[config.mk]
export PLATFORM = sky130hd
export DESIGN_NAME = pla_dc1_code_decoder
export DESIGN_NICKNAME = d
export VERILOG_FILES = /design/src/rtl/pla_dc1_code_decoder.sv
export SDC_FILE = /design/constraint.sdc
export NUM_CORES = 1
export LEC_CHECK = 0
export ABC_CLOCK_PERIOD_IN_PS = 1850
export CAP_MARGIN = 20
export CORE_MARGIN = 10
export CORE_UTILIZATION = 45
export CTS_CLUSTER_DIAMETER = 200
export DETAILED_ROUTE_END_ITERATION = 7
export HOLD_SLACK_MARGIN = 0.08
export PLACE_DENSITY = 0.75
export SLEW_MARGIN = 20
export SYNTH_ARGS = -nofsm -noshare
export SYNTH_HDL_FRONTEND = slang
export SYNTH_SLANG_ARGS = --single-unit
[constraint.sdc]
create_clock -name clk -period 1.85 [get_ports clk]
set_clock_uncertainty 0.2 [all_clocks]
set_input_delay 0.37 -clock clk [delete_from_list [all_inputs] [get_ports clk]]
set_output_delay 0.37 -clock clk [all_outputs]
set_load 0.03 [all_outputs]
[src/rtl/pla_dc1_code_decoder.sv]
// Streaming dc1 7-bit codeword -> BCD digit decoder with a 2-entry output buffer and a saturating error counter.
// Optional single-bit correction is enabled by defining PLA_DC1_SINGLE_BIT_CORRECT_EN.
module pla_dc1_code_decoder #(
  parameter int         CNT_W     = 8,
  parameter logic [3:0] ERR_DIGIT = 4'hF
) (
  input  logic             clk,
  input  logic             rst_n,
  input  logic             in_valid,
  output logic             in_ready,
  input  logic [6:0]       in_code,
  output logic             out_valid,
  input  logic             out_ready,
  output logic [3:0]       out_digit,
  output logic             out_err,
  output logic             out_corr,
  output logic [CNT_W-1:0] err_cnt,
  input  logic             err_cnt_clr
);

`ifdef PLA_DC1_SINGLE_BIT_CORRECT_EN
  localparam int ENTRY_W = 6;
  localparam int ERR_BIT = 1;
`else
  localparam int ENTRY_W = 5;
  localparam int ERR_BIT = 0;
`endif

  typedef enum logic [1:0] {
    EMPTY = 2'd0,
    ONE   = 2'd1,
    FULL  = 2'd2
  } state_t;

  state_t               state_r, state_next_s;
  logic [ENTRY_W-1:0]   head_r, tail_r, head_next_s, tail_next_s;
  logic [ENTRY_W-1:0]   new_entry_s;
  logic                 push_s, pop_s;

  function automatic logic [6:0] dc1_code(input logic [3:0] digit);
    logic [6:0] code;
    case (digit)
      4'd0:    code = 7'h77;
      4'd1:    code = 7'h60;
      4'd2:    code = 7'h3E;
      4'd3:    code = 7'h7C;
      4'd4:    code = 7'h69;
      4'd5:    code = 7'h5D;
      4'd6:    code = 7'h5B;
      4'd7:    code = 7'h64;
      4'd8:    code = 7'h7F;
      4'd9:    code = 7'h6D;
      default: code = 7'h00;
    endcase
    return code;
  endfunction

`ifdef PLA_DC1_SINGLE_BIT_CORRECT_EN
  function automatic logic [2:0] popcount7(input logic [6:0] v);
    logic [2:0] n;
    n = 3'd0;
    for (int i = 0; i < 7; i++) begin
      n = n + {2'b00, v[i]};
    end
    return n;
  endfunction
`endif

  // Entry layout: {digit, err} or, with correction, {digit, err, corr}.
  function automatic logic [ENTRY_W-1:0] decode_code(input logic [6:0] code);
    logic [3:0] digit;
    logic       err;
`ifdef PLA_DC1_SINGLE_BIT_CORRECT_EN
    logic [3:0] near_digit;
    logic [3:0] near_hits;
`endif
    digit = ERR_DIGIT;
    err   = 1'b1;
    for (int i = 0; i < 10; i++) begin
      if (code == dc1_code(4'(i))) begin
        digit = 4'(i);
        err   = 1'b0;
      end else begin
        digit = digit;
      end
    end
`ifdef PLA_DC1_SINGLE_BIT_CORRECT_EN
    near_digit = 4'd0;
    near_hits  = 4'd0;
    for (int i = 0; i < 10; i++) begin
      if (popcount7(code ^ dc1_code(4'(i))) == 3'd1) begin
        near_hits  = near_hits + 4'd1;
        near_digit = 4'(i);
      end else begin
        near_hits  = near_hits;
      end
    end
    // Only an unambiguous single-bit neighbour is corrected; ties stay errors.
    if (err && (near_hits == 4'd1)) begin
      return {near_digit, 1'b0, 1'b1};
    end else begin
      return {digit, err, 1'b0};
    end
`else
    return {digit, err};
`endif
  endfunction

  assign in_ready    = (state_r != FULL);
  assign out_valid   = (state_r != EMPTY);
  assign push_s      = in_valid & in_ready;
  assign pop_s       = out_valid & out_ready;
  assign new_entry_s = decode_code(in_code);

`ifdef PLA_DC1_SINGLE_BIT_CORRECT_EN
  assign out_digit = head_r[5:2];
  assign out_err   = head_r[1];
  assign out_corr  = head_r[0];
`else
  assign out_digit = head_r[4:1];
  assign out_err   = head_r[0];
  assign out_corr  = 1'b0;
`endif

  // Occupancy state machine and buffer shifting.
  always_comb begin
    state_next_s = state_r;
    head_next_s  = head_r;
    tail_next_s  = tail_r;
    case (state_r)
      EMPTY: begin
        if (push_s) begin
          head_next_s  = new_entry_s;
          state_next_s = ONE;
        end else begin
          state_next_s = EMPTY;
        end
      end
      ONE: begin
        if (push_s && pop_s) begin
          head_next_s = new_entry_s;
        end else if (push_s) begin
          tail_next_s  = new_entry_s;
          state_next_s = FULL;
        end else if (pop_s) begin
          state_next_s = EMPTY;
        end else begin
          state_next_s = ONE;
        end
      end
      FULL: begin
        if (pop_s) begin
          head_next_s  = tail_r;
          state_next_s = ONE;
        end else begin
          state_next_s = FULL;
        end
      end
      default: begin
        state_next_s = EMPTY;
      end
    endcase
  end

  // State and buffer registers.
  always_ff @(posedge clk or negedge rst_n) begin
    if (!rst_n) begin
      state_r <= EMPTY;
      head_r  <= {ENTRY_W{1'b0}};
      tail_r  <= {ENTRY_W{1'b0}};
    end else begin
      state_r <= state_next_s;
      head_r  <= head_next_s;
      tail_r  <= tail_next_s;
    end
  end

  // Saturating count of accepted undecodable codes; clear has priority.
  always_ff @(posedge clk or negedge rst_n) begin
    if (!rst_n) begin
      err_cnt <= {CNT_W{1'b0}};
    end else if (err_cnt_clr) begin
      err_cnt <= {CNT_W{1'b0}};
    end else if (push_s && new_entry_s[ERR_BIT] && !(&err_cnt)) begin
      err_cnt <= err_cnt + {{(CNT_W-1){1'b0}}, 1'b1};
    end else begin
      err_cnt <= err_cnt;
    end
  end

endmodule

* Yosys cells after proc, flatten, opt, wreduce, memory -nomap -nowiden
Index checks and enable logic that the tools add are counted.
Storage, ports and cells: flip-flop bits (word level) 20, input port bits 12, output and inout port bits 16, logic and storage cells 68
Cells by class: $add $sub $neg 1, equal/unequal tests 17, mux-type cells 32, bitwise gates (word level) 3, reductions and logical operators 11
Operator list (count):
- equality test 7 bit (second input constant) | 9
- 2-to-1 mux 4 bit | 10
- 2-to-1 mux 8 bit | 2
- 2-to-1 mux 5 bit | 3
- one-hot mux 5 bit (3 select lines) | 1
- 2-to-1 mux 1 bit | 12
- != test 2 bit (second input constant) | 5
- adder 8 x 1 -> 8 bit (second input constant) | 1
- AND reduction 8 bit | 1
- equality test 7 x 6 -> 1 bit (second input constant) | 1
- 2-to-1 mux 2 bit | 3
- one-hot mux 2 bit (3 select lines) | 1
- AND reduction 4 bit | 1
- nonzero test 2 bit | 2
- logical AND 1 bit | 3
- AND reduction 3 bit | 1
- nonzero test 3 bit | 1
- AND 1 bit | 2
- equality test 2 x 1 -> 1 bit (second input constant) | 1
- equality test 2 bit (second input constant) | 1
- zero test 2 bit | 1
- zero test 1 bit | 1
- inverter 1 bit | 1

* Logic depth before layout (Yosys ltp)
depth after elaboration 15, mapped depth 7, gate-level depth less buffers 6

* Worst setup path after synthesis
OpenSTA, ideal clock, no wires.
path type input -> register, start in in_code[2], end reg err_cnt[0], setup time 125 ps, arrival time 1726 ps, data required time 1525 ps, slack -201 ps, stages 7, buffers on the path 2, cells stage by stage buf_2 and4_1 a31oi_2 nor2_2 buf_6 nor3b_1 mux2_2
On the way: cells in the longest elaborated chain, start to end 14, elaborated cells on any way between the ends 23, those cells by class 10 x eq/ne; 10 x mux; 3 x reduce/logical
Ends and longest elaborated chain:
- start, declared | line 11 | input logic [6:0] in_code,
- equality test 7 bit | line 80 | if (code == dc1_code(4'(i))) begin
- 2-to-1 mux 1 bit (9 in series) | line 80
- 2-to-1 mux 1 bit (*) | line 80
- logical AND 1 bit (*) (2 in series) | line 184 | end else if (push_s && new_entry_s[ERR_BIT] && !(&err_cnt)) begin
- nonzero test 2 bit (no line) (*)
- end signal, assigned | line 183 | err_cnt <= {CNT_W{1'b0}};
- end signal, assigned | line 185 | err_cnt <= err_cnt + {{(CNT_W-1){1'b0}}, 1'b1};
- end signal, assigned | line 187 | err_cnt <= err_cnt;
- end, declared | line 17 | output logic [CNT_W-1:0] err_cnt,
Mark *: on every way between the ends. The rest lies on a longest branch, timed or not. A chain may end at the register's enable or synchronous reset.

* Final worst setup path
start reg err_cnt[0], end reg err_cnt[5]
On the way: cells in the longest elaborated chain, start to end 4, elaborated cells on any way between the ends 7, those cells by class 1 x add/sub; 2 x mux; 4 x reduce/logical
Ends and longest elaborated chain:
- start signal, assigned | line 181 | err_cnt <= {CNT_W{1'b0}};
- start signal, assigned | line 183
- start signal, assigned | line 185
- parallel branches: the longest is 4 deep, another holds adder 8 x 1 -> 8 bit
Several ways; the timed one is not identified. The select of a mux whose other input is x is not followed.

==> impl_metrics.toml <==
[pwr]
comb_power_share = 0.373
switching_share = 0.355
ir_worst_vdd_uv = 520
power.density_nw_per_um2 = 641
total_leakage_power_nw = 0.880
p_switching_mw = 0.474
p_seq_frac = 0.424
power.internal_mw = 0.859
p_clk_frac = 0.203

[route]
drt-total-wl_microns = 4150
drc = 0
dr.pass1.iters = 4
wire_per_inst_microns = 17.0
drt_iter0_drc = 67
vias = 1365
avgViaCountPerCell = 5.59
drtAntennaViolNets = 0

[timing]
hold_viol = 0
max_freq_ghz = 0.519
tns_ns = -0.278
finalSetupViolations = 7
worst_slack_ns = -0.0780
period_share = 1.04
min_period_ns = 1.93
slew_violations = 0
rsz0062_at_grt = "yes"

[synth]
ys_warn_count = 0
syn_nets = 158
yosysTopAreaCell = "dfrtp_1"
synthTopCellsByArea = "dfrtp_1 (39%), nand2_1 (5.0%), a21oi_1 (3.9%), o21ai_0 (3.5%), o31ai_1 (3.5%)"
async_reset_ff_frac = 1.00
ys_seq_elements = 20
netlist_area_sq_um = 1280
syn_inst = 145
avgSynthCellArea_sq_um = 8.80
ys_types = 45
synth_top_area_frac = 0.392
synthFlopType = "dfrtp_1"
synth_edf_count = 0
yosysSeqAreaShare = 0.392

[placement]
place_area_sq_um = 1830
port_buffers = 26
gp_routability_congestion = 0.883
hpwl_microns = 2720
dp.cells = 231

[setup_path]
crit_fanout = 4
critPathRequiredTime_ns = 1.87
cp_data_arrival_time_ns = 1.95
path_class = "flip-flop to flip-flop"
r2r_cells = 7
r2r_start = "err_cnt[0]"
rrSetupSlack_ns = -0.08
cp-start-kind = "flip-flop"
startpoint = "err_cnt[0]"
cp-end-kind = "flip-flop"
reg2reg_to = "err_cnt[5]"

[cts]
cts_buffers = 3
clock_latency_ns = 0.32
cts-root-buf = "clkbuf_4"
clk_pin_slew_worst_paths_ns = 0.12
cts_tree = "done"
ctsHoldBuffers = 0
cts-htree-levels = 1
clockBufferDepth = 2
cts.sinks = 20

[floorplanning]
die_x_microns = 73.3
top_level_ports = 28
row_count = 19
dieArea_sq_um = 5370
die_y_microns = 73.3
start_util = 0.467
core_sq_um = 2730

[outcome]
violations = "negative setup slack"
status = "complete, but fails checks"

[global_routing]
grt_overflow_total = 0
grt_pass1_vias = 1512
grt_pass1_wl_microns = 6910
antenna_found_initial = 0
grt_max_degree = 21
global_route.usage.total = 0.159

[hold_path]
hold_path.class = "input pin to asynchronous set/reset pin"

[final_layout]
drive_gt1_frac = 0.432
layout_common_cells = "buf_4 (44), dfrtp_1 (18), nand2_1 (17)"
fin_area_sq_um = 2080
antennaDiodeCount = 0
area_growth_pct = 62.8
final_nets = 227
layout_commonest_cell = "buf_4"
stdcell_count = 244

[run]
maxCapViolations = 0
-- synthesized netlist by cell type (all sizes together) (2+ instances only) --
cell and count:
a21oi 10, a31oi 7, and3 2, buf 8
clkbuf 2, dfrtp 20, inv 3, mux2 2
nand2 17, nand2b 6, nand3 3, nand3b 2
nand4 3, nor2 7, nor2b 4, nor3 2
nor3b 2, nor4b 2, o211ai 2, o21a 3
o21ai 9, o22ai 2, o311ai 2, o31ai 6
or4 4, xor2 2
-- sequential cells by signal, indices dropped and copies added (netlist names) --
| register | cells |
|---|---|
| head_r | 5 |
| tail_r | 5 |
| err_cnt | 8 |
| state_r | 2 |
-- layout make-up --
cell class	count	area [sq um]
Fill cell	198	656
Inverter	3	16.3
Tap cell	31	38.8
Clock buffer	4	36.3
Sequential cell	20	503
Multi-Input combinational cell	113	896
Timing Repair Buffer	73	588
-- per-layer routing --
layer | routed length [microns] | GRT usage
met5 | 0 | 0
met4 | 110 | 0.0781
met3 | 178 | 0.0215
met2 | 2180 | 0.292
met1 | 1680 | 0.173
-- worst max-delay path, cell delays in order, from the launching register on --
cell and delay [ns]:
dfrtp_2 0.45, ha_4 0.17, nand3_4 0.08, o211a_4 0.20
o211ai_1 0.11, buf_4 0.18, nor3_4 0.12, mux2_4 0.31
-- worst max-delay path by stage --
stage	endpoint	slack, ns	cells past startpoint
2_1_floorplan	err_cnt[5]	-0.09	7
4_1_cts	err_cnt[5]	-0.11	8
6_report	err_cnt[5]	-0.08	7
3_3_place_gp	err_cnt[5]	-0.67	6
3_5_place_dp	err_cnt[5]	-0.81	6
5_1_grt	err_cnt[6]	-0.13	6
-- what timing repair did --
action	4_1_cts	5_1_grt
gates cloned	1	0
gates resized for setup	51	28
pin swaps	10	8
buffers inserted	8	0
setup endpoints to repair	32	19
endpoints found under the hold margin	0	0
-- power groups by stage --
stage | sequential [mW] | combinational (mW) | clock [mW]
3_5_place_dp | 0.568 | 0.477 | 0
2_1_floorplan | 0.629 | 0.194 | 0
6_report | 0.565 | 0.498 | 0.270
5_1_grt | 0.575 | 0.549 | 0.273
4_1_cts | 0.561 | 0.481 | 0.260
3_3_place_gp | 0.564 | 0.460 | 0
-- cells by family (layout without fill, tap and decap cells) --
group / count (synthesis) / count (layout) / share of synthesized area
and+or+nand+nor: 59 / 60 / 0.254
AOI/OAI and AO/OA: 45 / 45 / 0.235
DFF: 20 / 20 / 0.392
buffers and inverters: 13 / 80 / 0.0598
xor gates and xnor gates: 3 / 3 / 0.0206
muxes: 3 / 3 / 0.0255
adders and majority gates: 1 / 1 / 0.00980
other: 1 / 1 / 0.00294
-- through the flow --
stage / utilization / setup WS, ns / power, mW / hold slack (ns)
after floorplan: - / -0.0909 / 0.823 / -0.126
after global placement: 0.670 / -0.673 / 1.02 / 0.261
after detailed placement: 0.670 / -0.808 / 1.05 / 0.270
after CTS: 0.741 / -0.108 / 1.30 / 0.203
after global routing: 0.760 / -0.128 / 1.40 / 0.227
final: 0.760 / -0.0780 / 1.33 / 0.177
Note: power is estimated with default switching activity, not from simulation.
